**config.mk**
```make
export PLATFORM = sky130hd
export DESIGN_NAME = alu_req_sequencer
export DESIGN_NICKNAME = d
export VERILOG_FILES = /design/src/rtl/alu_ctrl_pkg.sv /design/src/rtl/alu_req_sequencer_arb.sv /design/src/rtl/alu_req_sequencer.sv
export SDC_FILE = /design/constraint.sdc
export NUM_CORES = 1
export LEC_CHECK = 0
export ABC_AREA = 1
export CORE_ASPECT_RATIO = 2
export CORE_UTILIZATION = 39
export DETAILED_ROUTE_END_ITERATION = 10
export PLACE_DENSITY = 0.75
export SYNTH_ARGS = -nofsm -noshare
export SYNTH_HDL_FRONTEND = slang
export SYNTH_SLANG_ARGS = --single-unit
```
**constraint.sdc**
```tcl
create_clock -name clk -period 2.7 [get_ports clk]
set_clock_uncertainty 0.15 [all_clocks]
set_input_delay 0.405 -clock clk [delete_from_list [all_inputs] [get_ports clk]]
set_output_delay 0.405 -clock clk [all_outputs]
set_load 0.01 [all_outputs]
```
**src/rtl/alu_ctrl_pkg.sv**
```systemverilog
// Shared op codes, FSM states, flag positions and op classification helpers.
// Latency: none (declarations and pure functions only).
// Backpressure: not applicable.
package alu_ctrl_pkg;

  typedef enum logic [3:0] {
    OP_ADD  = 4'b0000,
    OP_SUB  = 4'b0001,
    OP_AND  = 4'b0010,
    OP_OR   = 4'b0011,
    OP_XOR  = 4'b0100,
    OP_SHR  = 4'b0101,
    OP_SHL  = 4'b0111,
    OP_MULT = 4'b1000,
    OP_DIV  = 4'b1001,
    OP_MOD  = 4'b1010
  } alu_op_t;

  typedef enum logic [1:0] {
    S_IDLE = 2'd0,
    S_EXEC = 2'd1,
    S_RESP = 2'd2
  } state_t;

  // Bit positions inside the 3-bit {err, neg, zero} response flags.
  localparam int FLAG_ZERO = 0;
  localparam int FLAG_NEG  = 1;
  localparam int FLAG_ERR  = 2;

  // 0110 and 1011..1111 have no ALU function behind them.
  function automatic logic is_legal_op(input logic [3:0] op);
    case (op)
      OP_ADD, OP_SUB, OP_AND, OP_OR, OP_XOR,
      OP_SHR, OP_SHL, OP_MULT, OP_DIV, OP_MOD: return 1'b1;
      default:                                 return 1'b0;
    endcase
  endfunction

  // Mult/div/mod need the longer settle window.
  function automatic logic is_multicycle_op(input logic [3:0] op);
    return (op == OP_MULT) || (op == OP_DIV) || (op == OP_MOD);
  endfunction

  // Ops that must be screened when the divisor is zero.
  function automatic logic is_divide_op(input logic [3:0] op);
    return (op == OP_DIV) || (op == OP_MOD);
  endfunction

endpackage

```
**src/rtl/alu_req_sequencer_arb.sv**
```systemverilog
// Two-input round-robin arbiter; pointer flips to the other requester after each grant.
// Latency: combinational grant; the pointer updates on the clock edge of the grant.
// Backpressure: a grant is consumed only when advance is high; otherwise the pointer holds.
module rr_arbiter2 (
  input  logic       clk,
  input  logic       rst,
  input  logic [1:0] req,
  input  logic       advance,
  output logic [1:0] gnt
);

  // ptr = index of the requester that wins a tie.
  logic ptr;

  // One-hot grant: a lone request always wins, a tie goes to the pointer.
  always_comb begin
    gnt = 2'b00;
    case (req)
      2'b01:   gnt = 2'b01;
      2'b10:   gnt = 2'b10;
      2'b11:   gnt = ptr ? 2'b10 : 2'b01;
      default: gnt = 2'b00;
    endcase
  end

  // After a grant, point at whichever requester was not served.
  always_ff @(posedge clk) begin
    if (rst) begin
      ptr <= 1'b0;
    end else if (advance && (gnt != 2'b00)) begin
      ptr <= gnt[0];
    end
  end

endmodule

```
**src/rtl/alu_req_sequencer.sv**
```systemverilog
// Shares one ALU between two requesters: arbitrate, register operands, wait settle time, respond.
// Latency: accept->rsp_valid is 2 cycles (single-cycle ops), 1+MULTI_CYCLES (mult/div/mod), 1 (screened).
// Backpressure: response holds until rsp_ready; no request is accepted until the response is taken.
module alu_req_sequencer
  import alu_ctrl_pkg::*;
#(
  parameter int N            = 4,
  parameter int MULTI_CYCLES = 3
) (
  input  logic         clk,
  input  logic         rst,
  input  logic         req0_valid,
  output logic         req0_ready,
  input  logic [3:0]   req0_op,
  input  logic [N-1:0] req0_a,
  input  logic [N-1:0] req0_b,
  input  logic         req1_valid,
  output logic         req1_ready,
  input  logic [3:0]   req1_op,
  input  logic [N-1:0] req1_a,
  input  logic [N-1:0] req1_b,
  output logic [N-1:0] alu_a,
  output logic [N-1:0] alu_b,
  output logic [3:0]   alu_sel,
  input  logic [N-1:0] alu_result,
  output logic         rsp_valid,
  input  logic         rsp_ready,
  output logic         rsp_id,
  output logic [N-1:0] rsp_result,
  output logic [2:0]   rsp_flags
);

  localparam int CW = $clog2(MULTI_CYCLES + 1);

  state_t         state;
  state_t         state_nxt;
  logic [1:0]     arb_req;
  logic [1:0]     gnt;
  logic           accept;
  logic [3:0]     sel_op;
  logic [N-1:0]   sel_a;
  logic [N-1:0]   sel_b;
  logic           screen_err;
  logic [CW-1:0]  cnt;
  logic           exec_done;

  // Requests are only visible to the arbiter while idle and out of reset,
  // so a grant is itself the handshake and only one op is ever in flight.
  assign arb_req    = (state == S_IDLE && !rst) ? {req1_valid, req0_valid} : 2'b00;
  assign accept     = |gnt;
  assign req0_ready = gnt[0];
  assign req1_ready = gnt[1];

  assign sel_op = gnt[1] ? req1_op : req0_op;
  assign sel_a  = gnt[1] ? req1_a  : req0_a;
  assign sel_b  = gnt[1] ? req1_b  : req0_b;

  // Illegal op codes and divide/modulo by zero never reach EXEC.
  assign screen_err = !is_legal_op(sel_op) || (is_divide_op(sel_op) && (sel_b == '0));

  assign exec_done = (cnt == CW'(1));
  assign rsp_valid = (state == S_RESP) && !rst;

  rr_arbiter2 u_arb (
    .clk     (clk),
    .rst     (rst),
    .req     (arb_req),
    .advance (accept),
    .gnt     (gnt)
  );

  // State register.
  always_ff @(posedge clk) begin
    if (rst) begin
      state <= S_IDLE;
    end else begin
      state <= state_nxt;
    end
  end

  // Next-state: accept -> EXEC (or straight to RESP when screened), settle, hold response.
  always_comb begin
    state_nxt = state;
    case (state)
      S_IDLE: begin
        if (accept) begin
          state_nxt = screen_err ? S_RESP : S_EXEC;
        end
      end
      S_EXEC: begin
        if (exec_done) begin
          state_nxt = S_RESP;
        end
      end
      S_RESP: begin
        if (rsp_ready) begin
          state_nxt = S_IDLE;
        end
      end
      default: state_nxt = S_IDLE;
    endcase
  end

  // Operand/select capture on acceptance, settle countdown, and result/flag capture.
  always_ff @(posedge clk) begin
    if (rst) begin
      alu_a      <= '0;
      alu_b      <= '0;
      alu_sel    <= 4'b0000;
      rsp_id     <= 1'b0;
      rsp_result <= '0;
      rsp_flags  <= 3'b000;
      cnt        <= '0;
    end else if (accept) begin
      alu_a   <= sel_a;
      alu_b   <= sel_b;
      alu_sel <= sel_op;
      rsp_id  <= gnt[1];
      cnt     <= is_multicycle_op(sel_op) ? CW'(MULTI_CYCLES) : CW'(1);
      if (screen_err) begin
        rsp_result          <= '0;
        rsp_flags           <= 3'b000;
        rsp_flags[FLAG_ERR] <= 1'b1;
      end
    end else if (state == S_EXEC) begin
      if (exec_done) begin
        rsp_result           <= alu_result;
        rsp_flags[FLAG_ERR]  <= 1'b0;
        rsp_flags[FLAG_NEG]  <= alu_result[N-1];
        rsp_flags[FLAG_ZERO] <= (alu_result == '0);
      end else begin
        cnt <= cnt - CW'(1);
      end
    end
  end

endmodule

```
==> results of run 1 <==
[flip-flops by register name, indices dropped and copies added (netlist names)]
name / flops
rsp_result: 3
alu_sel: 4
rsp_flags: 3
state: 2
alu_a: 4
cnt: 2
u_arb.ptr: 1
alu_b: 4
rsp_id: 1
[final timing paths]
kind,startpoint,endpoint,slack [ns],depth (start not counted)
setup reg to reg,state[0]$_SDFFE_PP0P_,state[0]$_SDFFE_PP0P_,0.68,11
hold / removal,alu_a[0]$_SDFFE_PP0P_,alu_a[0]$_SDFFE_PP0P_,0.32,2
hold reg to reg,alu_a[0]$_SDFFE_PP0P_,alu_a[0]$_SDFFE_PP0P_,0.32,2
setup / recovery,rst,req0_ready,0.22,5
[kinds of logic (layout without fill, tap and decap cells)]
kind of cell,Yosys count,count (layout),share of synthesized area
simple gates,90,90,0.312
buf+inv,38,95,0.129
compound gates,33,33,0.166
flops,24,24,0.376
fa+ha+maj,1,1,0.00978
xor+xnor,1,1,0.00685
[critical path: cells and delay by family]
kind,cells,cell delay (ns)
compound gates,1,0.20
simple gates,2,0.30
buf+inv,2,1.01
[power by group through the flow]
stage	Clock, mW	Combinational (mW)	Sequential, mW
after floorplan	0	0.228	0.458
after global placement	0	0.416	0.444
after detailed placement	0	0.420	0.444
after CTS	0.315	0.425	0.437
after global routing	0.330	0.469	0.444
final	0.306	0.421	0.436
[metal layers]
metal / GRT usage / wire [um] / vias to the layer above
met5: 0 / 0 / -
met4: 0.0852 / 48 / 0
met3: 0.0174 / 64 / 4
met2: 0.341 / 1790 / 26
met1: 0.215 / 1270 / 595
li1: - / - / 713
[final cells by class]
type,instances,area share
multi-input cells,125,0.328
clock buffers,3,0.0214
repair buffers,60,0.305
clock inverters,1,0.0156
flip-flops and latches,24,0.249
well taps,31,0.0201
inverters,31,0.0604
[metrics by stage]
stage / instances / utilization / setup slack (ns) / hold WS, ns / power [mW]
2_1_floorplan: 187 / - / 0.912 / 0.324 / 0.686
3_3_place_gp: 271 / 0.588 / 0.226 / 0.304 / 0.860
3_5_place_dp: 271 / 0.588 / 0.210 / 0.305 / 0.864
4_1_cts: 275 / 0.611 / 0.204 / 0.321 / 1.18
5_1_grt: 275 / 0.611 / 0.165 / 0.335 / 1.24
6_report: 275 / 0.611 / 0.219 / 0.321 / 1.16
[cell usage in the layout, fill, tap and decap left out]
cell type / netlist / routed
nand2_1: 54 / 54
o21ai_2: 2 / 2
a31oi_1: 1 / 1
o21ai_0: 4 / 4
a21boi_4: 1 / 1
nor2_2: 1 / 1
o211ai_1: 10 / 10
o21ai_1: 2 / 2
nor2_1: 9 / 9
buf_4: 1 / 5
nand3_1: 15 / 15
clkdlybuf4s50_1: 0 / 55
nor3_1: 2 / 2
a21oi_1: 13 / 13
nand2_4: 2 / 2
nand3b_1: 4 / 4
bufinv_16: 0 / 1
dfxtp_1: 24 / 24
inv_2: 2 / 2
nand2_2: 2 / 2
xor2_1: 1 / 1
ha_1: 1 / 1
inv_1: 29 / 29
clkbuf_8: 0 / 3
nor4_1: 1 / 1
==> run summary, run 1 <==
Top Ports = 56
Switching Fraction = 0.306
Clock sinks = 24
RSZ-0062 raised after global routing = false
Maximum fanout along the worst path = 4
Vias in the first global route = 1234
Area Overhead vs Synth = 50.8%
Remaining global-route overflow = 0
Critical Path AT = 1.93 ns
Pwr dens = 603 mW/mm^2
Hold Vio Cnt, Final = 0
Crit. End Element = primary output
Period utilization = 0.919
Syn Area/Cell = 6.84 um^2
Most common cell in the netlist = nand2_1
Internal Power = 807 uW
Antenna violations before repair = 0
CP max-delay cell = clkdlybuf4s50_1
Lkg Pwr = 0.914 nW
FILL cells = 300
Max clock buf depth = 2
Post-synth EDFFs = 0
Setup Viol. Count Final = 0
VDD IR max = 0.453 mV
Synth area leaders = dfxtp_1, nand2_1, inv_1
Cell accounting for the most synthesized area = dfxtp_1
TritonCTS Buffers = 3
Yosys top cell area share = 0.376
Register area = 480 um^2
Worst Max-Slew Pin Slew = 0.398 ns
Core area = 0.00316 mm^2
Worst hold path type = flip-flop to flip-flop
Clk pin slew, worst setup/hold paths = 0.08 ns
DRT iter0 DRCs = 12
Via density per instance = 4.87
Post-placement cell area = 0.00186 mm^2
Die Height = 83.0 um
Setup TNS Final = 0 ns
Clock root cell = clkbuf_8
Final WL = 3170 um
Routed len/inst = 11.5 um
Synth cell count leaders = nand2_1, inv_1, dfxtp_1, nand3_1, a21oi_1
Post-Synthesis Cells = 187
Row Count = 29
Comb power frac = 0.362
Power share of the clock group = 0.263
Pins Over Slew Limit = 0
Design area = 0.00193 mm^2
Critical path cell sequence = clkdlybuf4s50_1 -> nor2_2 -> nand2_1 -> a31oi_1 -> clkdlybuf4s50_1
Nets = 279
Fraction of registers with async set/reset = 0
Critical path class = primary input to primary output
Outcome = completed
Flop pwr share = 0.375
Pre-antenna DRT Iters = 4
Detail Placement HPWL = 2530 um
Ant. Diodes = 0
Max incr delay on CP = 0.57 ns
Synth unique cells = 25
Post-CTS Setup Bufs = 0
Placer Congestion = 0.845
Vias = 1338
Max-cap viol count = 0
Share of post-route cells with drive strength above 1 = 0.0779
#FFs+latches synth = 24
H-tree Lvls = 1
Synthesized area = 0.00128 mm^2
Syn_nets = 221
Register area share after synthesis = 0.376
Largest net degree at the start of global routing = 23
Ys flop type = dfxtp_1
Starting Density = 0.405
Port bufs = 55
P_sw = 356 uW
CP Data Required Time = 2.14 ns
Hold-fix buffers, CTS = 0
Clock Latency Late Sink = 0.26 ns
Rel. slew slack = 0.734
Final critical-path required period = 2.48 ns
Top cell by count, worst path = clkdlybuf4s50_1
Post-CTS Resized = 0
FMAX = 403 MHz
Area of the multi-input gates = 633 um^2
First-pass GRT wire length = 5300 um
ANT nets after route = 0
CTS tree = done
DR DRC count = 0
Yosys warnings = 0
Crit start category = primary input
Die area = 0.00353 mm^2
Total GRT Usage = 0.189
Die W = 42.5 um
(Power assumes the default switching activity.)
==> run 2, diff against run 1 <==
--- a/config.mk
+++ b/config.mk
@@ -9,7 +9,9 @@
 export CORE_ASPECT_RATIO = 2
 export CORE_UTILIZATION = 39
 export DETAILED_ROUTE_END_ITERATION = 10
-export PLACE_DENSITY = 0.75
+export HOLD_SLACK_MARGIN = 0.1
+export PLACE_DENSITY = 0.76
 export SYNTH_ARGS = -nofsm -noshare
 export SYNTH_HDL_FRONTEND = slang
+export SYNTH_HIERARCHICAL = 1
 export SYNTH_SLANG_ARGS = --single-unit
==> run 2 against run 1 <==
Highest routed layer unchanged. Hold slack improved by 0.012 ns. Die area decreased by 3.5%. Area after synthesis decreased by 3.6%. Register-to-register slack got worse by 0.30 ns. Critical path depth increased by 2. Combinational power increased by 57%. Clock power increased by 4%. Via count increased by 4.4%. Wire length increased by 3.4%.
==> run summary, run 2 <==
Nets = 286
Pre-antenna DRT Iters = 4
Starting Density = 0.414
Antenna violations before repair = 0
DRT iter0 DRCs = 29
Cell accounting for the most synthesized area = dfxtp_1
CP Data Required Time = 2.14 ns
Outcome = completed
Final WL = 3280 um
Yosys top cell area share = 0.390
Max-cap viol count = 0
Hold-fix buffers, CTS = 0
First-pass GRT wire length = 5430 um
Clock Latency Late Sink = 0.27 ns
Clk pin slew, worst setup/hold paths = 0.09 ns
Syn_nets = 218
Top cell by count, worst path = clkdlybuf4s50_1
Final core occ = 0.658
Lkg Pwr = 0.892 nW
Critical Path AT = 2.01 ns
Vias = 1397
Most frequent cells in the layout = nand2_1, clkdlybuf4s50_1, inv_1, dfxtp_1, a21oi_1
Register area share after synthesis = 0.390
Maximum fanout along the worst path = 7
Top flop regs = alu_a (4), alu_b (4), alu_sel (4)
Worst hold path type = flip-flop to flip-flop
Max clock buf depth = 2
Most common cell in the netlist = nand2_1
Core area = 0.00298 mm^2
Crit start category = primary input
Max incr delay on CP = 0.54 ns
Synthesized area = 0.00123 mm^2
Most common cell after layout, fill and taps aside = nand2_1
Remaining global-route overflow = 0
Post-Synthesis Cells = 184
Die Height = 81.5 um
Setup TNS Final = 0 ns
Pins Over Slew Limit = 0
FILL cells = 273
CP max-delay cell = clkdlybuf4s50_1
Row Count = 28
Clock root cell = clkbuf_8
Crit. End Element = primary output
Pwr dens = 748 mW/mm^2
Final worst setup slack = 0.131 ns
Worst Max-Slew Pin Slew = 0.220 ns
Period utilization = 0.952
Critical path cell sequence = clkdlybuf4s50_1 -> inv_1 -> nand2_1 -> nor2_1 -> a21boi_1 -> buf_4 -> clkdlybuf4s50_1
CTS tree = done
TritonCTS Buffers = 3
DR DRC count = 0
ANT nets after route = 0
Final critical-path required period = 2.57 ns
Synth unique cells = 27
Via density per instance = 4.97
Die area = 0.00340 mm^2
Clock sinks = 24
Rel. slew slack = 0.852
Ant. Diodes = 0
#FFs+latches synth = 24
Ys flop type = dfxtp_1
Area Overhead vs Synth = 59.1%
Detail Placement HPWL = 2640 um
Pre-CTS WS = 0.0259 ns
Largest net degree at the start of global routing = 15
Placer Congestion = 0.790
Critical path class = primary input to primary output
Routed len/inst = 11.7 um
Share of post-route cells with drive strength above 1 = 0.120
Synth area leaders = dfxtp_1, nand2_1, a21oi_1
Yosys warnings = 6
Setup Viol. Count Final = 0
Synth cell count leaders = nand2_1, dfxtp_1, inv_1, a21oi_1, o21ai_0
Vias in the first global route = 1376
Total GRT Usage = 0.205
FMAX = 389 MHz
Port bufs = 55
VDD IR max = 0.416 mV
Hold Vio Cnt, Final = 0
Top Ports = 56
Syn Area/Cell = 6.70 um^2
Post-synth EDFFs = 0
Die W = 41.8 um
Fraction of registers with async set/reset = 0
RSZ-0062 raised after global routing = false
H-tree Lvls = 1
[run 2: cell types whose count changed after synthesis, sizes merged, moves of 3 or more]
cell	delta
a21oi	+9
a31oi	+4
inv	-6
nand2	+3
nand3	-6
nand3b	-3
o211ai	-10
o21ai	+7
[run 2: path summary, 6_finish.rpt]
| check | from | end | cells after the start | slack, ns |
|---|---|---|---|---|
| worst max-delay path | rst | req1_ready | 7 | 0.13 |
| worst min-delay path | rsp_result[2]$_SDFFE_PP0P_ | rsp_result[2]$_SDFFE_PP0P_ | 2 | 0.33 |
| worst max register to register | state[0]$_SDFFE_PP0P_ | rsp_result[1]$_SDFFE_PP0P_ | 15 | 0.38 |
| worst min register to register | rsp_result[2]$_SDFFE_PP0P_ | rsp_result[2]$_SDFFE_PP0P_ | 2 | 0.33 |
[run 2: power by group]
group | switching, mW | total [mW] | internal (mW)
Sequential | 0.0512 | 0.489 | 0.438
Combinational | 0.335 | 0.659 | 0.324
Clock | 0.120 | 0.318 | 0.198
[run 2: critical path: cells and delay by family]
family                 cells  cell delay (ns)
AND/OR/NAND/NOR            2             0.23
buffers and inverters      4             1.21
AO/OA/AOI/OAI              1             0.18
[run 2: layer usage]
| layer | global-route usage | vias to the layer above | part of all wire | routed length, um |
|---|---|---|---|---|
| met4 | 0.0968 | 0 | 0.029 | 96 |
| met3 | 0.0264 | 9 | 0.034 | 113 |
| met5 | 0 | - | 0 | 0 |
| met2 | 0.434 | 45 | 0.59 | 1930 |
| li1 | - | 719 | - | - |
| met1 | 0.178 | 624 | 0.35 | 1140 |
[run 2: cell type report]
cell class,instances,area [um^2],share of cell area
clock buffer,3,41.3,0.0211
inverter,25,93.8,0.0479
sequential,24,480,0.245
tap,30,37.5,0.0191
timing repair buffer,70,663,0.338
clock inverter,1,30.0,0.0153
multi-input combinational,128,614,0.313
[run 2: timing repair]
item / in CTS / in global routing
setup endpoints to repair: 0 / 2
gates resized for setup: 0 / 2
buffers inserted: 0 / 2
[run 2: cells by family after synthesis]
family / share of synthesized area
compound gates: 0.194
fa+ha+maj: 0.0102
buf+inv: 0.114
flops: 0.390
simple gates: 0.292
[run 2: through the flow]
step	area, um^2	total power [mW]	hold WS (ns)	instances
final	1960	1.47	0.333	281
after global routing	1960	1.56	0.366	281
after CTS	1940	1.46	0.331	279
after detailed placement	1870	1.14	0.318	275
after global placement	1870	1.13	0.304	275
after floorplan	1230	0.844	0.310	184
==> run 3, diff against run 2 <==
--- a/config.mk
+++ b/config.mk
@@ -7,10 +7,10 @@
 export LEC_CHECK = 0
 export ABC_AREA = 1
 export CORE_ASPECT_RATIO = 2
-export CORE_UTILIZATION = 39
+export CORE_UTILIZATION = 35
 export DETAILED_ROUTE_END_ITERATION = 10
 export HOLD_SLACK_MARGIN = 0.1
-export PLACE_DENSITY = 0.76
+export PLACE_DENSITY = 0.69
 export SYNTH_ARGS = -nofsm -noshare
 export SYNTH_HDL_FRONTEND = slang
 export SYNTH_HIERARCHICAL = 1
==> run 3 against run 2 <==
Sequential cell count unchanged. Critical path type unchanged. Die area up 11%. Critical endpoint is now req0_ready. Fmax up 0.24%. Critical path depth down 1. Global-route usage is 1.9 points lower. The flow now finishes with violations (design-rule violations). Wire length fell by 0.46%. Setup slack better by 0.0061 ns. Largest power group unchanged. Combinational power rose by 1%. Register-to-register slack got worse by 0.11 ns.
==> run summary, run 3 (synthesized netlist as in run 2, its figures left out) <==
TritonCTS Buffers = 3
Setup TNS Final = 0 ns
Top Ports = 56
FMAX = 390 MHz
Routed len/inst = 11.7 um
Period utilization = 0.949
Layout Cells excl Fill = 280
RSZ-0062 raised after global routing = false
Most frequent cells in the layout = nand2_1, clkdlybuf4s50_1, inv_1, dfxtp_1, a21oi_1
Internal Power = 868 uW
Pwr dens = 704 mW/mm^2
Max clock buf depth = 2
DRT iter0 DRCs = 25
Maximum fanout along the worst path = 3
Hold Vio Cnt, Final = 0
Antenna violations before repair = 0
Placer Congestion = 0.814
Critical Path AT = 2.01 ns
CTS tree = done
Row Count = 30
Setup Viol. Count Final = 0
Vias in the first global route = 1303
Share of post-route cells with drive strength above 1 = 0.109
Crit. End Element = primary output
Power share of the clock group = 0.155
Area of the multi-input gates = 614 um^2
Final worst setup slack = 0.137 ns
DR DRC count = 4
Hold-fix buffers, CTS = 0
Pre-antenna DRT Iters = 7
Switching Fraction = 0.365
Post-Place Cells = 274
Critical path cell sequence = clkdlybuf4s50_1 -> inv_1 -> nand2_1 -> nor2_1 -> a21boi_0 -> clkdlybuf4s50_1
Critical path class = primary input to primary output
Rel. slew slack = 0.802
Crit start category = primary input
R2r setup slk = 0.27 ns
H-tree Lvls = 1
ANT nets after route = 0
Most common cell after layout, fill and taps aside = nand2_1
Clk pin slew, worst setup/hold paths = 0.08 ns
Final critical-path required period = 2.56 ns
Crit path from = rst
Vias = 1372
Worst hold path type = flip-flop to flip-flop
Core area = 0.00338 mm^2
Lkg Pwr = 0.874 nW
Clock Latency Late Sink = 0.26 ns
Pre-CTS WS = 0.0154 ns
P_sw = 500 uW
Register area = 480 um^2
First-pass GRT wire length = 5360 um
Outcome = finished with violations
VDD IR max = 0.340 mV
HP Start = rsp_id$_SDFFE_PP0N_
Pins Over Slew Limit = 0
CP Buf/Inv Count = 3
Starting Density = 0.365
CP max-delay cell = clkdlybuf4s50_1
Post-placement cell area = 0.00186 mm^2
Ant. Diodes = 0
Worst r2r src = state[0]$_SDFFE_PP0P_
Clock sinks = 24
Die Height = 85.9 um
Flop pwr share = 0.357
Max incr delay on CP = 0.59 ns
Port bufs = 55
Die W = 44.0 um
Area Overhead vs Synth = 57.7%
Comb power frac = 0.488
Top delay family on crit path = buffers and inverters
FILL cells = 311
Nets = 284
Remaining global-route overflow = 0
CP Data Required Time = 2.14 ns
Via density per instance = 4.90
Worst Max-Slew Pin Slew = 0.296 ns
Design area = 0.00194 mm^2
Failing checks = design-rule violations
Detail Placement HPWL = 2590 um
Largest net degree at the start of global routing = 17
Die area = 0.00378 mm^2
Max-cap viol count = 0
Final WL = 3260 um
Clock root cell = clkbuf_8
Total GRT Usage = 0.186
Top cell by count, worst path = clkdlybuf4s50_1
Top flop regs = alu_a (4), alu_b (4), alu_sel (4)
## run 3: changes by cell type in the layout (fill, tap and decap cells not counted)
cell	before	now
a21boi_0	0	1
bufinv_16	1	0
a21boi_1	2	1
buf_12	0	2
buf_4	15	11
## run 3: per-layer routing
metal | global-route usage | wire, um | vias up
met2 | 0.347 | 1840 | 42
li1 | - | - | 718
met5 | 0 | 0 | -
met4 | 0.102 | 72 | 0
met1 | 0.188 | 1260 | 606
met3 | 0.0253 | 98 | 6
## run 3: final timing paths
path,endpoint,cells past startpoint
worst max register to register,rsp_flags[1]$_SDFFE_PP0P_,17
worst max-delay path,req0_ready,6
worst min-delay path,rsp_id$_SDFFE_PP0N_,2
worst min register to register,rsp_id$_SDFFE_PP0N_,2
## run 3: area by class of cell
| class | count | area share |
|---|---|---|
| Tap cell | 32 | 0.0206 |
| Sequential cell | 24 | 0.247 |
| Clock buffer | 3 | 0.0212 |
| Inverter | 25 | 0.0483 |
| Timing Repair Buffer | 68 | 0.346 |
| Multi-Input combinational cell | 128 | 0.316 |
## run 3: power by group through the flow
stage	combinational (mW)	sequential (mW)	clock [mW]
after floorplan	0.332	0.512	0
after global placement	0.638	0.494	0
after detailed placement	0.645	0.494	0
after CTS	0.648	0.486	0.216
after global routing	0.743	0.499	0.225
final	0.668	0.489	0.211
## run 3: stage by stage
| stage | hold slack (ns) | util | total power [mW] |
|---|---|---|---|
| 2_1_floorplan | 0.310 | - | 0.844 |
| 3_3_place_gp | 0.300 | 0.552 | 1.13 |
| 3_5_place_dp | 0.310 | 0.552 | 1.14 |
| 4_1_cts | 0.321 | 0.564 | 1.35 |
| 5_1_grt | 0.352 | 0.575 | 1.47 |
| 6_report | 0.320 | 0.575 | 1.37 |
## run 3: repair_timing
action / in CTS / in global routing
endpoints found under the setup margin: 0 / 1
resized for setup: 0 / 1
setup buffers: 0 / 3
## run 3: worst reg2reg max path, stage by stage, from the launching register on
cell      delay, ns
dfxtp_1        0.35
nor2_2         0.21
nand2_1        0.09
nor2_1         0.16
a21boi_1       0.09
buf_4          0.16
buf_12         0.12
inv_2          0.08
buf_4          0.16
nand2_1        0.06
nand2_1        0.08
nand2_1        0.07
nor2_1         0.13
nand3_2        0.11
nand2_2        0.09
nand2_4        0.07
nand3_1        0.08
a21oi_1        0.06
